<file path="config.mk">
export PLATFORM = sky130hd
export DESIGN_NAME = fptd_iter_controller_flat
export DESIGN_NICKNAME = d
export VERILOG_FILES = /design/src/rtl/fptd_iter_controller_if.sv /design/src/rtl/fptd_iter_controller.sv /design/src/flat_wrapper.sv
export SDC_FILE = /design/constraint.sdc
export NUM_CORES = 1
export LEC_CHECK = 0
export CAP_MARGIN = 40
export CORE_AREA = 3 3 135 137
export DETAILED_ROUTE_END_ITERATION = 10
export DIE_AREA = 0 0 138 140
export GPL_TIMING_DRIVEN = 0
export HOLD_SLACK_MARGIN = 0.1
export SYNTH_ARGS = -nofsm -noshare
export SYNTH_HDL_FRONTEND = slang
export SYNTH_SLANG_ARGS = --single-unit
</file>
<file path="constraint.sdc">
create_clock -name Clock -period 4.4 [get_ports Clock]
set_clock_uncertainty 0.2 [all_clocks]
set_input_delay 0.44 -clock Clock [delete_from_list [all_inputs] [get_ports Clock]]
set_output_delay 0.44 -clock Clock [all_outputs]
set_load 0.1 [all_outputs]
</file>
<file path="src/rtl/fptd_iter_controller_if.sv">
// Host/decoder-side bundle for the FPTD iteration controller.
// master drives the frame request and decoder feedback; slave is the controller.
interface fptd_iter_controller_if #(
   parameter int FL     = 40,
   parameter int M      = 6,
   parameter int ITER_W = 6
);
   logic              start;
   logic [ITER_W-1:0] iter_limit;
   logic [FL*M-1:0]   be1;
   logic [FL-1:0]     razor_err;
   logic              dec_nClear;
   logic              Enable_Odd;
   logic              Enable_Even;
   logic              Enable_Term;
   logic              busy;
   logic              done;
   logic [FL-1:0]     hard_bits;
   logic [ITER_W-1:0] iter_count;
   logic [7:0]        replay_count;
   logic              replay_fail;
   logic              early_stop;

   modport master (
      output start, iter_limit, be1, razor_err,
      input  dec_nClear, Enable_Odd, Enable_Even, Enable_Term,
      input  busy, done, hard_bits, iter_count,
      input  replay_count, replay_fail, early_stop
   );

   modport slave (
      input  start, iter_limit, be1, razor_err,
      output dec_nClear, Enable_Odd, Enable_Even, Enable_Term,
      output busy, done, hard_bits, iter_count,
      output replay_count, replay_fail, early_stop
   );
endinterface

</file>
<file path="src/rtl/fptd_iter_controller.sv">
// Iteration sequencer for the razor-protected FPTD lower decoder array.
// Define FPTD_EARLY_STOP_EN to build the decision-stability early stop.
module fptd_iter_controller #(
   parameter int FL         = 40,
   parameter int M          = 6,
   parameter int MAX_ITER   = 32,
   parameter int ITER_W     = $clog2(MAX_ITER+1),
   parameter int STABLE_K   = 2,
   parameter int MAX_REPLAY = 3
) (
   input logic Clock,
   input logic nReset,
   input logic nClear,
   fptd_iter_controller_if.slave bus
);

   typedef enum logic [3:0] {
      IDLE, CLEAR, TERM, ODD, ODD_CHK,
      EVEN, EVEN_CHK, CHECK, DONE
   } state_t;

   state_t            state, nxt;
   logic              rst;
   logic              err;
   logic              replay_ok;
   logic              stop_stable;
   logic [ITER_W-1:0] limit, lim_clamp, iter_cnt, iter_inc;
   logic [7:0]        half_replay, replay_cnt;
   logic              fail_r, early_r;
   logic [FL-1:0]     hb, hard_r;
   logic              be1_unused;

   assign rst       = !nReset || !nClear;
   assign err       = |bus.razor_err;
   assign replay_ok = half_replay < 8'(MAX_REPLAY);
   assign iter_inc  = iter_cnt + 1'b1;
   // Only the sign bit of each extrinsic word matters here
   assign be1_unused = ^bus.be1;

   always_comb begin
      hb = '0;
      for (int i = 0; i < FL; i++)
         hb[i] = bus.be1[i*M + M-1];
   end

   always_comb begin
      lim_clamp = bus.iter_limit;
      if (bus.iter_limit == '0)
         lim_clamp = ITER_W'(1);
      else if (bus.iter_limit > ITER_W'(MAX_ITER))
         lim_clamp = ITER_W'(MAX_ITER);
   end

`ifdef FPTD_EARLY_STOP_EN
   localparam int SW = $clog2(STABLE_K+1);
   logic [FL-1:0] prev;
   logic          prev_vld;
   logic [SW-1:0] stable, stable_nxt;

   always_comb begin
      stable_nxt = '0;
      if (prev_vld && hb == prev)
         stable_nxt = (stable == SW'(STABLE_K)) ?
                      stable : stable + 1'b1;
   end

   assign stop_stable = stable_nxt == SW'(STABLE_K);

   always_ff @(posedge Clock) begin
      if (rst) begin
         prev     <= '0;
         prev_vld <= 1'b0;
         stable   <= '0;
      end else if (state == IDLE && bus.start) begin
         prev_vld <= 1'b0;
         stable   <= '0;
      end else if (state == CHECK) begin
         prev     <= hb;
         prev_vld <= 1'b1;
         stable   <= stable_nxt;
      end
   end
`else
   localparam int STABLE_K_UNUSED = STABLE_K;
   assign stop_stable = 1'b0;
`endif

   always_ff @(posedge Clock) begin
      if (rst) state <= IDLE;
      else     state <= nxt;
   end

   always_comb begin
      nxt = state;
      unique case (state)
         IDLE:     if (bus.start) nxt = CLEAR;
         CLEAR:    nxt = TERM;
         TERM:     nxt = ODD;
         ODD:      nxt = ODD_CHK;
         ODD_CHK:  nxt = (err && replay_ok) ? ODD : EVEN;
         EVEN:     nxt = EVEN_CHK;
         EVEN_CHK: nxt = (err && replay_ok) ? EVEN : CHECK;
         CHECK:    nxt = (stop_stable || iter_inc == limit) ?
                         DONE : ODD;
         DONE:     nxt = IDLE;
         default:  nxt = IDLE;
      endcase
   end

   always_ff @(posedge Clock) begin
      if (rst) begin
         limit       <= '0;
         half_replay <= '0;
         iter_cnt    <= '0;
         replay_cnt  <= '0;
         fail_r      <= 1'b0;
         early_r     <= 1'b0;
         hard_r      <= '0;
      end else begin
         unique case (state)
            IDLE: if (bus.start) begin
               limit       <= lim_clamp;
               half_replay <= '0;
               iter_cnt    <= '0;
               replay_cnt  <= '0;
               fail_r      <= 1'b0;
               early_r     <= 1'b0;
            end
            ODD_CHK, EVEN_CHK: begin
               if (err && replay_ok) begin
                  half_replay <= half_replay + 1'b1;
                  if (replay_cnt != 8'hFF)
                     replay_cnt <= replay_cnt + 1'b1;
               end else begin
                  half_replay <= '0;
                  if (err) fail_r <= 1'b1;
               end
            end
            CHECK: begin
               iter_cnt <= iter_inc;
               hard_r   <= hb;
               if (stop_stable) early_r <= 1'b1;
            end
            default: ;
         endcase
      end
   end

   assign bus.dec_nClear   = state != CLEAR;
   assign bus.Enable_Term  = state == TERM;
   assign bus.Enable_Odd   = state == ODD;
   assign bus.Enable_Even  = state == EVEN;
   assign bus.busy         = state != IDLE;
   assign bus.done         = state == DONE;
   assign bus.hard_bits    = hard_r;
   assign bus.iter_count   = iter_cnt;
   assign bus.replay_count = replay_cnt;
   assign bus.replay_fail  = fail_r;
   assign bus.early_stop   = early_r;

endmodule

</file>
<file path="src/flat_wrapper.sv">
// flat-port wrapper written by rule: the top's interface ports become plain ports
module fptd_iter_controller_flat 
#(
   parameter int FL         = 40,
   parameter int M          = 6,
   parameter int MAX_ITER   = 32,
   parameter int ITER_W     = $clog2(MAX_ITER+1),
   parameter int STABLE_K   = 2,
   parameter int MAX_REPLAY = 3
)
  (Clock, nReset, nClear, bus_start, bus_iter_limit, bus_be1, bus_razor_err, bus_dec_nClear, bus_Enable_Odd, bus_Enable_Even, bus_Enable_Term, bus_busy, bus_done, bus_hard_bits, bus_iter_count, bus_replay_count, bus_replay_fail, bus_early_stop);
  fptd_iter_controller_if #(.FL(FL), .M(M), .ITER_W(ITER_W)) bus_i ();
  input logic Clock;
  input logic nReset;
  input logic nClear;
  input wire logic [$bits(bus_i.start)-1:0] bus_start;
  input wire logic [$bits(bus_i.iter_limit)-1:0] bus_iter_limit;
  input wire logic [$bits(bus_i.be1)-1:0] bus_be1;
  input wire logic [$bits(bus_i.razor_err)-1:0] bus_razor_err;
  output wire logic [$bits(bus_i.dec_nClear)-1:0] bus_dec_nClear;
  output wire logic [$bits(bus_i.Enable_Odd)-1:0] bus_Enable_Odd;
  output wire logic [$bits(bus_i.Enable_Even)-1:0] bus_Enable_Even;
  output wire logic [$bits(bus_i.Enable_Term)-1:0] bus_Enable_Term;
  output wire logic [$bits(bus_i.busy)-1:0] bus_busy;
  output wire logic [$bits(bus_i.done)-1:0] bus_done;
  output wire logic [$bits(bus_i.hard_bits)-1:0] bus_hard_bits;
  output wire logic [$bits(bus_i.iter_count)-1:0] bus_iter_count;
  output wire logic [$bits(bus_i.replay_count)-1:0] bus_replay_count;
  output wire logic [$bits(bus_i.replay_fail)-1:0] bus_replay_fail;
  output wire logic [$bits(bus_i.early_stop)-1:0] bus_early_stop;
  assign bus_i.start = bus_start;
  assign bus_i.iter_limit = bus_iter_limit;
  assign bus_i.be1 = bus_be1;
  assign bus_i.razor_err = bus_razor_err;
  assign bus_dec_nClear = bus_i.dec_nClear;
  assign bus_Enable_Odd = bus_i.Enable_Odd;
  assign bus_Enable_Even = bus_i.Enable_Even;
  assign bus_Enable_Term = bus_i.Enable_Term;
  assign bus_busy = bus_i.busy;
  assign bus_done = bus_i.done;
  assign bus_hard_bits = bus_i.hard_bits;
  assign bus_iter_count = bus_i.iter_count;
  assign bus_replay_count = bus_i.replay_count;
  assign bus_replay_fail = bus_i.replay_fail;
  assign bus_early_stop = bus_i.early_stop;
  fptd_iter_controller #(.FL(FL), .M(M), .MAX_ITER(MAX_ITER), .ITER_W(ITER_W), .STABLE_K(STABLE_K), .MAX_REPLAY(MAX_REPLAY)) u_core (.Clock(Clock), .nReset(nReset), .nClear(nClear), .bus(bus_i));
endmodule
</file>
==> impl_metrics.ini <==
[synthesis]
yosys_most_used_dff = dfxtp_1
yosysUniqueCellTypes = 49
ys_ff_latch = 73
synth_cells = 397
synth_compound_area_frac = 0.156
ys_seq_area_frac = 0.462
synth_top_cell_by_area = dfxtp_1
synth_top_family_by_area = simple AND/OR/NAND/NOR gates
synth_xor_area_frac = 0.0241
yosys.cell_count.top_type = nand2_1
syn_area_sq_um = 3160
synth_edf_count = 0
synth-simple-area-share = 0.298
synth_nets = 690
synth_area_leaders = dfxtp_1 (46%), nand2_1 (11%), a21oi_1 (9.5%)
synth_commonest_cells = nand2_1 (95), dfxtp_1 (73), a21oi_1 (60)
yosys_warnings = 0
async_reset_ff_frac = 0
synth_top_area_frac = 0.462
synthMuxAreaShare = 0.00950
synthAdderAreaFrac = 0.0119
synth.avg_cell_area_sq_um = 7.96

[power]
p_comb_frac = 0.094
power.density_nw_per_um2 = 244
cellLeakagePower_nw = 2.23
max-vdd-ir-drop_mv = 0.170
switching_share = 0.237
p_clk_frac = 0.485
p_int_w = 0.00120
p_total_w = 0.00158
p_seq_frac = 0.421
p_switching_w = 0.000374

[timing]
rsz0062_at_grt = no
slew_violations = 0
max_slew.worst_pin.slew_ns = 0.886
max_freq_mhz = 322
hold_viol = 0
setup_violations = 0
slew_headroom = 0.404
finalCritPeriodShare = 0.706
hold_ws_ns = 0.253
layout_min_cycle_time_ns = 3.11
setup_tns_ns = 0

[global_routing]
grt_pass1_wl_um = 19200
grt_max_degree = 16
antenna_found_initial = 1
overflow = 0
grt_use_total = 0.125
grt_pass1_vias = 3684

[finish]
fill_cells = 1722
multi_input_area_sq_um = 1580
drive_gt1_frac = 0.146
nNetsFinal = 913
ff_latch_area_sq_um = 1460
finalCoreUtilization = 0.376
area_delta_synth_final_pct = 104
stdcell_count = 851

[floorplan]
die_y_um = 140
dieArea_sq_um = 19300
io_pins = 352
fp-row-count = 48
die_w_um = 138
start_util = 0.184
coreArea_sq_um = 17200

[clocking]
cts_tree = built
clk_latency_ns = 0.34
cts_resized = 0
clkSlewWorstSetupHoldPaths_ns = 0.07
cts_buffer_depth = 2
cts.sinks = 73
root_buffer = clkbuf_16
cts-buffers-inserted = 9
postCtsHoldBufs = 0
post-cts-setup-buffers = 0
h-tree-depth = 3

[routing]
drt-initial-drc-count = 110
drc = 0
antenna_left = 0
via_per_inst = 4.17
dr.pass1.iters = 4
routed_wirelength_um = 12000
wl_per_cell_um = 14.1
route.vias.total = 3548

[placement]
io_buffer_count = 150
gp_congestion = 0.735
placedCellCount = 833
dp_hpwl_um = 9550

[setup_path]
critPathRequiredTime_ns = 4.44
worstSetupEndpointType = register
critPathKind = input port to register
crit_fanout = 10
crit_arrival_ns = 3.15
cp-start-kind = input port

[hold_path]
min_path_type = register to register

[outcome]
status = complete, no violations

[run]
cap_violations = 0
metal layers:
| layer | GRT usage | wire length (um) |
|---|---|---|
| met3 | 0.0512 | 1070 |
| met5 | 0 | 13 |
| met2 | 0.182 | 4910 |
| met4 | 0.0255 | 94 |
| met1 | 0.175 | 5940 |
final cells by class:
class,count,share of cell area
inverter,5,0.00291
multi-input combinational,296,0.245
clock buffer,9,0.0349
antenna,1,0.000388
buffer,23,0.0153
clock inverter,7,0.0130
tap,225,0.0436
timing repair buffer,212,0.418
sequential,73,0.227
sequential cells by signal, summed over array words and instances, names as in the netlist:
register	count
u_core.bus.replay_fail	1
u_core.bus.replay_count	8
u_core.bus.hard_bits	40
u_core.bus.iter_count	6
u_core.half_replay	8
u_core.state	4
u_core.limit	6
layout by cell type (no fill, tap or decap), drive strengths merged, types with 2 or more instances in the layout:
cell type,count
clkbuf,24
nor3,11
clkdlybuf4s50,150
or3,6
o21a,2
o21ai,8
nand4,3
xor2,2
or4,3
nor4b,3
and2,4
nand2,95
nor4,15
or3b,2
a21oi,60
a31oi,4
o31ai,2
nand2b,3
and3,5
buf,70
nor2,20
nor3b,5
or2,4
inv,10
xnor2,4
nand3,14
o311ai,2
ha,3
o31a,2
dfxtp,73
mux2i,3
path summary, 6_finish.rpt:
| check | startpoint | end | slack (ns) | cells after the start |
|---|---|---|---|---|
| worst min register to register | u_core.bus.hard_bits[20]$_SDFFE_PP0P_ | u_core.bus.hard_bits[20]$_SDFFE_PP0P_ | 0.25 | 2 |
| worst max-delay path | bus_razor_err[20] | u_core.bus.replay_count[6]$_SDFFE_PP0P_ | 1.29 | 7 |
| worst min-delay path | u_core.bus.hard_bits[20]$_SDFFE_PP0P_ | u_core.bus.hard_bits[20]$_SDFFE_PP0P_ | 0.25 | 2 |
| worst max register to register | u_core.state[2]$_SDFFE_PP0P_ | u_core.bus.hard_bits[19]$_SDFFE_PP0P_ | 1.86 | 7 |
power groups by stage:
stage / Sequential (W) / Clock (W) / Combinational (W)
2_1_floorplan: 0.000678 / 0 / 0.0000430
3_3_place_gp: 0.000679 / 0 / 0.000141
3_5_place_dp: 0.000679 / 0 / 0.000148
4_1_cts: 0.000664 / 0.000794 / 0.000148
5_1_grt: 0.000663 / 0.000811 / 0.000158
6_report: 0.000664 / 0.000765 / 0.000147
worst max-delay path: stages:
cell and delay, ns:
clkdlybuf4s50_1 0.40, nor4_1 0.77, nand4_1 0.40, o311ai_1 0.60, buf_2 0.31, nor3_1 0.06
o21a_1 0.16
stage by stage:
step	area, sq um	setup WS [ns]
CTS	6440	1.14
floorplan	3160	0.0239
global route	6450	1.26
global placement	4940	0.731
finish	6450	1.29
detailed placement	6130	0.773
logic make-up after synthesis:
family / Yosys count
muxes: 3
and+or+nand+nor: 195
AOI/OAI and AO/OA: 87
adders and majority gates: 3
other: 1
xor gates and xnor gates: 7
DFF: 73
buffers and inverters: 28
Note: power is estimated with default switching activity, not from simulation.
==> edit 1 (same flow settings) <==
The option `FPTD_EARLY_STOP_EN` is turned on by a define.
--- a/src/rtl/fptd_iter_controller.sv
+++ b/src/rtl/fptd_iter_controller.sv
@@ -1,4 +1,6 @@
 // Iteration sequencer for the razor-protected FPTD lower decoder array.
 // Define FPTD_EARLY_STOP_EN to build the decision-stability early stop.
+`define FPTD_EARLY_STOP_EN
+
 module fptd_iter_controller #(
    parameter int FL         = 40,
Formal check against the unedited RTL: same outputs for any inputs over 10 cycles, from zero or initial values; that may be too few to reach the edited logic, so the function may still have changed.
==> edit 1 against the unedited design <==
Die area stayed put. Cell area is 31% higher. Count of clock-buffer cells in the layout is 11 higher. Power is 72% higher. Via count is 42% higher. Critical path type unchanged. First-iteration DRC count is 140% higher. Critical path depth stayed put. Area after synthesis is 56% higher. Sequential cell count is 44 higher. Routed wire length is 40% higher. Setup slack worse by 0.25 ns.
==> edit 1: results (changes against the unedited design) <==
metric	value	unit	change
status	finished, final reports clean		
post-place-ws	0.780	ns	+0.00638 ns
grt_pass1_wl	26.5	mm	+38%
synth_compound_area_share	13.6	%	-2.0 points
critPathLaunch	bus_razor_err[9]		
p_seq_share	39.2	%	-2.9 points
drive_gt1_share	12.8	%	-1.8 points
leakage	3.00	nW	+34%
place_inst	1031		+24%
n_antenna_cell	2		+1
dp_hpwl	13.1	mm	+37%
htreeDepth	4		+1
power.internal	2.14	mW	+78%
r2r_start	u_core.state[1]		
wl_met1	7.95	mm	+34%
num_vias	5035		+42%
clkTransAtPathRegs	0.05	ns	-0.02 ns
vdd_drop_max	0.254	mV	+50%
routed-wl-met2	7.08	mm	+44%
dr.pass1.iters	5		+1
synth_cell_types	50		+2.0%
syn_area_per_cell	8.29	um^2	+4.2%
grt_max_degree	17		+1
cp.arrival	3.51	ns	+0.36 ns
signal_buffers	242		+3.0%
r2r_end	u_core.bus.hard_bits[14]		
nNonClkInverters	8		+3
port-buffer-count	151		+0.67%
antenna_found_initial	3		+2
grt.total_usage	17.4	%	+4.9 points
hp-start	u_core.stable[1]		
power.total	2.72	mW	+72%
fin_nets	1119		+23%
ff2ff_setup_slack	1.61	ns	-0.25 ns
ys_seq_area_share	47.6	%	+1.4 points
n_clock_buffer	20		+11
cts_inserted_buffers	17		+8
clkCellAreaFrac	7.53	%	+2.7 points
slowest_delay	0.94	ns	+0.17 ns
drtIter0Drc	259		+140%
fillers	1614		-6.3%
placed_cell_area	7780	um^2	+27%
routed_wl	16.8	mm	+40%
## edit 1: cell types whose count changed after synthesis, sizes merged, moves of 5 or more
cell / unedited run / this run
a21oi: 60 / 98
buf: 9 / 4
clkbuf: 14 / 25
dfxtp: 73 / 117
nand2: 95 / 140
nand4: 3 / 11
nor2: 20 / 41
nor3: 11 / 6
nor4: 15 / 20
xnor2: 4 / 26
xor2: 2 / 31
## edit 1: worst min path at each step
stage | slack, ns | to
after floorplan | 0.23 | u_core.stable[1]
after global placement | 0.24 | u_core.stable[1]
after detailed placement | 0.25 | u_core.stable[1]
after CTS | 0.26 | u_core.stable[1]
after global routing | 0.28 | u_core.bus.hard_bits[2]
final | 0.25 | u_core.stable[1]
## edit 1: layer usage
layer	track usage, %	vias up
met2	25.7	182
met4	5.30	4
met1	23.4	2325
met5	0	-
met3	7.07	22
li1	-	2502
## edit 1: worst min-delay path, cell delays in order (launching register included)
cell	delay, ns
dfxtp_1	0.30
nand2_1	0.05
a21oi_1	0.05
==> edit 2 (config.mk and constraints unchanged) <==
Made on the original files. Re-encode `state_t` (9 states) as Gray code, 4 bits wide.
--- a/src/rtl/fptd_iter_controller.sv
+++ b/src/rtl/fptd_iter_controller.sv
@@ -16,6 +16,6 @@
 
    typedef enum logic [3:0] {
-      IDLE, CLEAR, TERM, ODD, ODD_CHK,
-      EVEN, EVEN_CHK, CHECK, DONE
+      IDLE = 4'b0000, CLEAR = 4'b0001, TERM = 4'b0011, ODD = 4'b0010, ODD_CHK = 4'b0110,
+      EVEN = 4'b0111, EVEN_CHK = 4'b0101, CHECK = 4'b0100, DONE = 4'b1100
    } state_t;
 
Formal check against the unedited RTL: same outputs for any inputs over 10 cycles, from zero or initial values; not proved beyond that.
==> edit 2 against the unedited design <==
Utilization grew 1.2 points. Power shrank 0.55%. Area after synthesis grew 1.9%. Setup slack gained 0.27 ns. Critical path depth shrank 2. Clock power shrank 3.5%. Synthesized cell count grew 1.8%. Hold slack lost 0.00098 ns. Count of clock-buffer cells in the layout grew 1. Cell area grew 3.2%. Routed wire length grew 6.1%. Maximum frequency grew 9.4%. Sequential cell count is the same.
==> edit 2: results (changes against the unedited design) <==
metric	value	unit	change
status	finished, final reports clean		
grt.total_usage	13.1	%	+0.64 points
synth_nets	697		+1.0%
grt_pass1_wl	20.4	mm	+5.9%
cp.arrival	2.20	ns	-0.95 ns
routedWlPerCell	14.9	um	+5.3%
netlist_top_cells_count	96 x nand2_1, 73 x dfxtp_1, 63 x a21oi_1		
crit_slowest_cell	clkdlybuf4s50_1		
fin_nets	920		+0.77%
dr.pass1.iters	4		unchanged
synth_cell_types	48		-2.0%
vdd_drop_max	0.141	mV	-17%
grt_max_degree	13		-3
async_flop_share	0	%	unchanged
critPathTopFamily	buffers and inverters		
slowest_delay	0.56	ns	-0.21 ns
drtIter0Drc	126		+15%
ys_seq_area_share	45.4	%	-0.88 points
drive_gt1_share	14.7	%	+0.16 points
placed_cell_area	6360	um^2	+3.7%
antenna_found_initial	0		-1
leakage	2.33	nW	+4.2%
slew_headroom	43.1	%	+2.7 points
post-place-ws	1.16	ns	+0.388 ns
dp_hpwl	10.0	mm	+4.8%
fillers	1680		-2.4%
grt_pass1_vias	3891		+5.6%
gp_congestion	0.787		+7.0%
viasPerCell	4.41		+5.8%
edit 2: changes by cell type after synthesis, sizes merged, moves of 3 or more:
| cell | before | now |
|---|---|---|
| nand3 | 14 | 8 |
| and3 | 5 | 10 |
| clkbuf | 14 | 19 |
| nor2 | 20 | 25 |
| o31ai | 2 | 7 |
| or4 | 3 | 8 |
| buf | 9 | 5 |
| nor4 | 15 | 11 |
| a21oi | 60 | 63 |
| inv | 5 | 2 |
| nor3 | 11 | 8 |
| nor4b | 3 | 0 |
edit 2: power by group:
group          internal (mW)  switching [mW]  leakage (nW)  total [mW]
Clock                  0.450           0.288         0.148       0.738
Sequential             0.663         0.00198         0.588       0.665
Combinational         0.0955          0.0686          1.59       0.164
edit 2: area by class of cell:
type                            count  area share, %
Timing Repair Buffer              212           42.9
Multi-Input combinational cell    305           24.6
Sequential cell                    73           21.9
Tap cell                          225           4.23
Clock buffer                       10           3.59
Buffer                             24           1.77
Clock inverter                      6          0.864
Inverter                            2          0.113
edit 2: worst reg2reg max path, cell delays in order, from the launching register on:
cell and delay (ns):
dfxtp_1 0.34, ha_1 0.22, or4_1 0.42, nor2_1 0.32, o31ai_1 0.28, buf_2 0.26
or4_1 0.41, a21oi_1 0.14
edit 2: path summary, 6_finish.rpt:
path | start | to | slack (ns) | cells after the start
hold reg to reg | u_core.bus.hard_bits[5] | u_core.bus.hard_bits[5] | 0.25 | 2
setup reg to reg | u_core.half_replay[0] | u_core.bus.replay_count[6] | 1.73 | 7
hold / removal | u_core.bus.hard_bits[5] | u_core.bus.hard_bits[5] | 0.25 | 2
setup / recovery | u_core.state[1] | bus_done | 1.56 | 5
edit 2: routing by layer:
layer | global-route usage [%] | part of all wire, % | up-vias
met4 | 4.84 | 2.2 | 0
met3 | 4.88 | 8.6 | 18
met1 | 15.8 | 43 | 1741
met2 | 21.6 | 46 | 153
met5 | 0 | 0 | -
li1 | - | - | 1867
edit 2: per-stage QoR:
stage / cells / utilization, % / power (mW)
CTS: 857 / 38.8 / 1.59
detailed placement: 841 / 37.0 / 0.844
global placement: 779 / 29.1 / 0.835
floorplan: 404 / - / 0.736
finish: 857 / 38.8 / 1.57
global route: 857 / 38.8 / 1.62
edit 2: cell families (layout without fill, tap and decap cells):
family | after synthesis | after routing | share of synthesized area [%]
buffers and inverters | 26 | 254 | 3.88
other | 1 | 1 | 0.116
adders and majority gates | 3 | 3 | 1.17
xor gates and xnor gates | 8 | 8 | 2.17
muxes | 2 | 2 | 0.660
AOI/OAI and AO/OA | 95 | 95 | 17.5
DFF | 73 | 73 | 45.4
and+or+nand+nor | 196 | 196 | 29.1
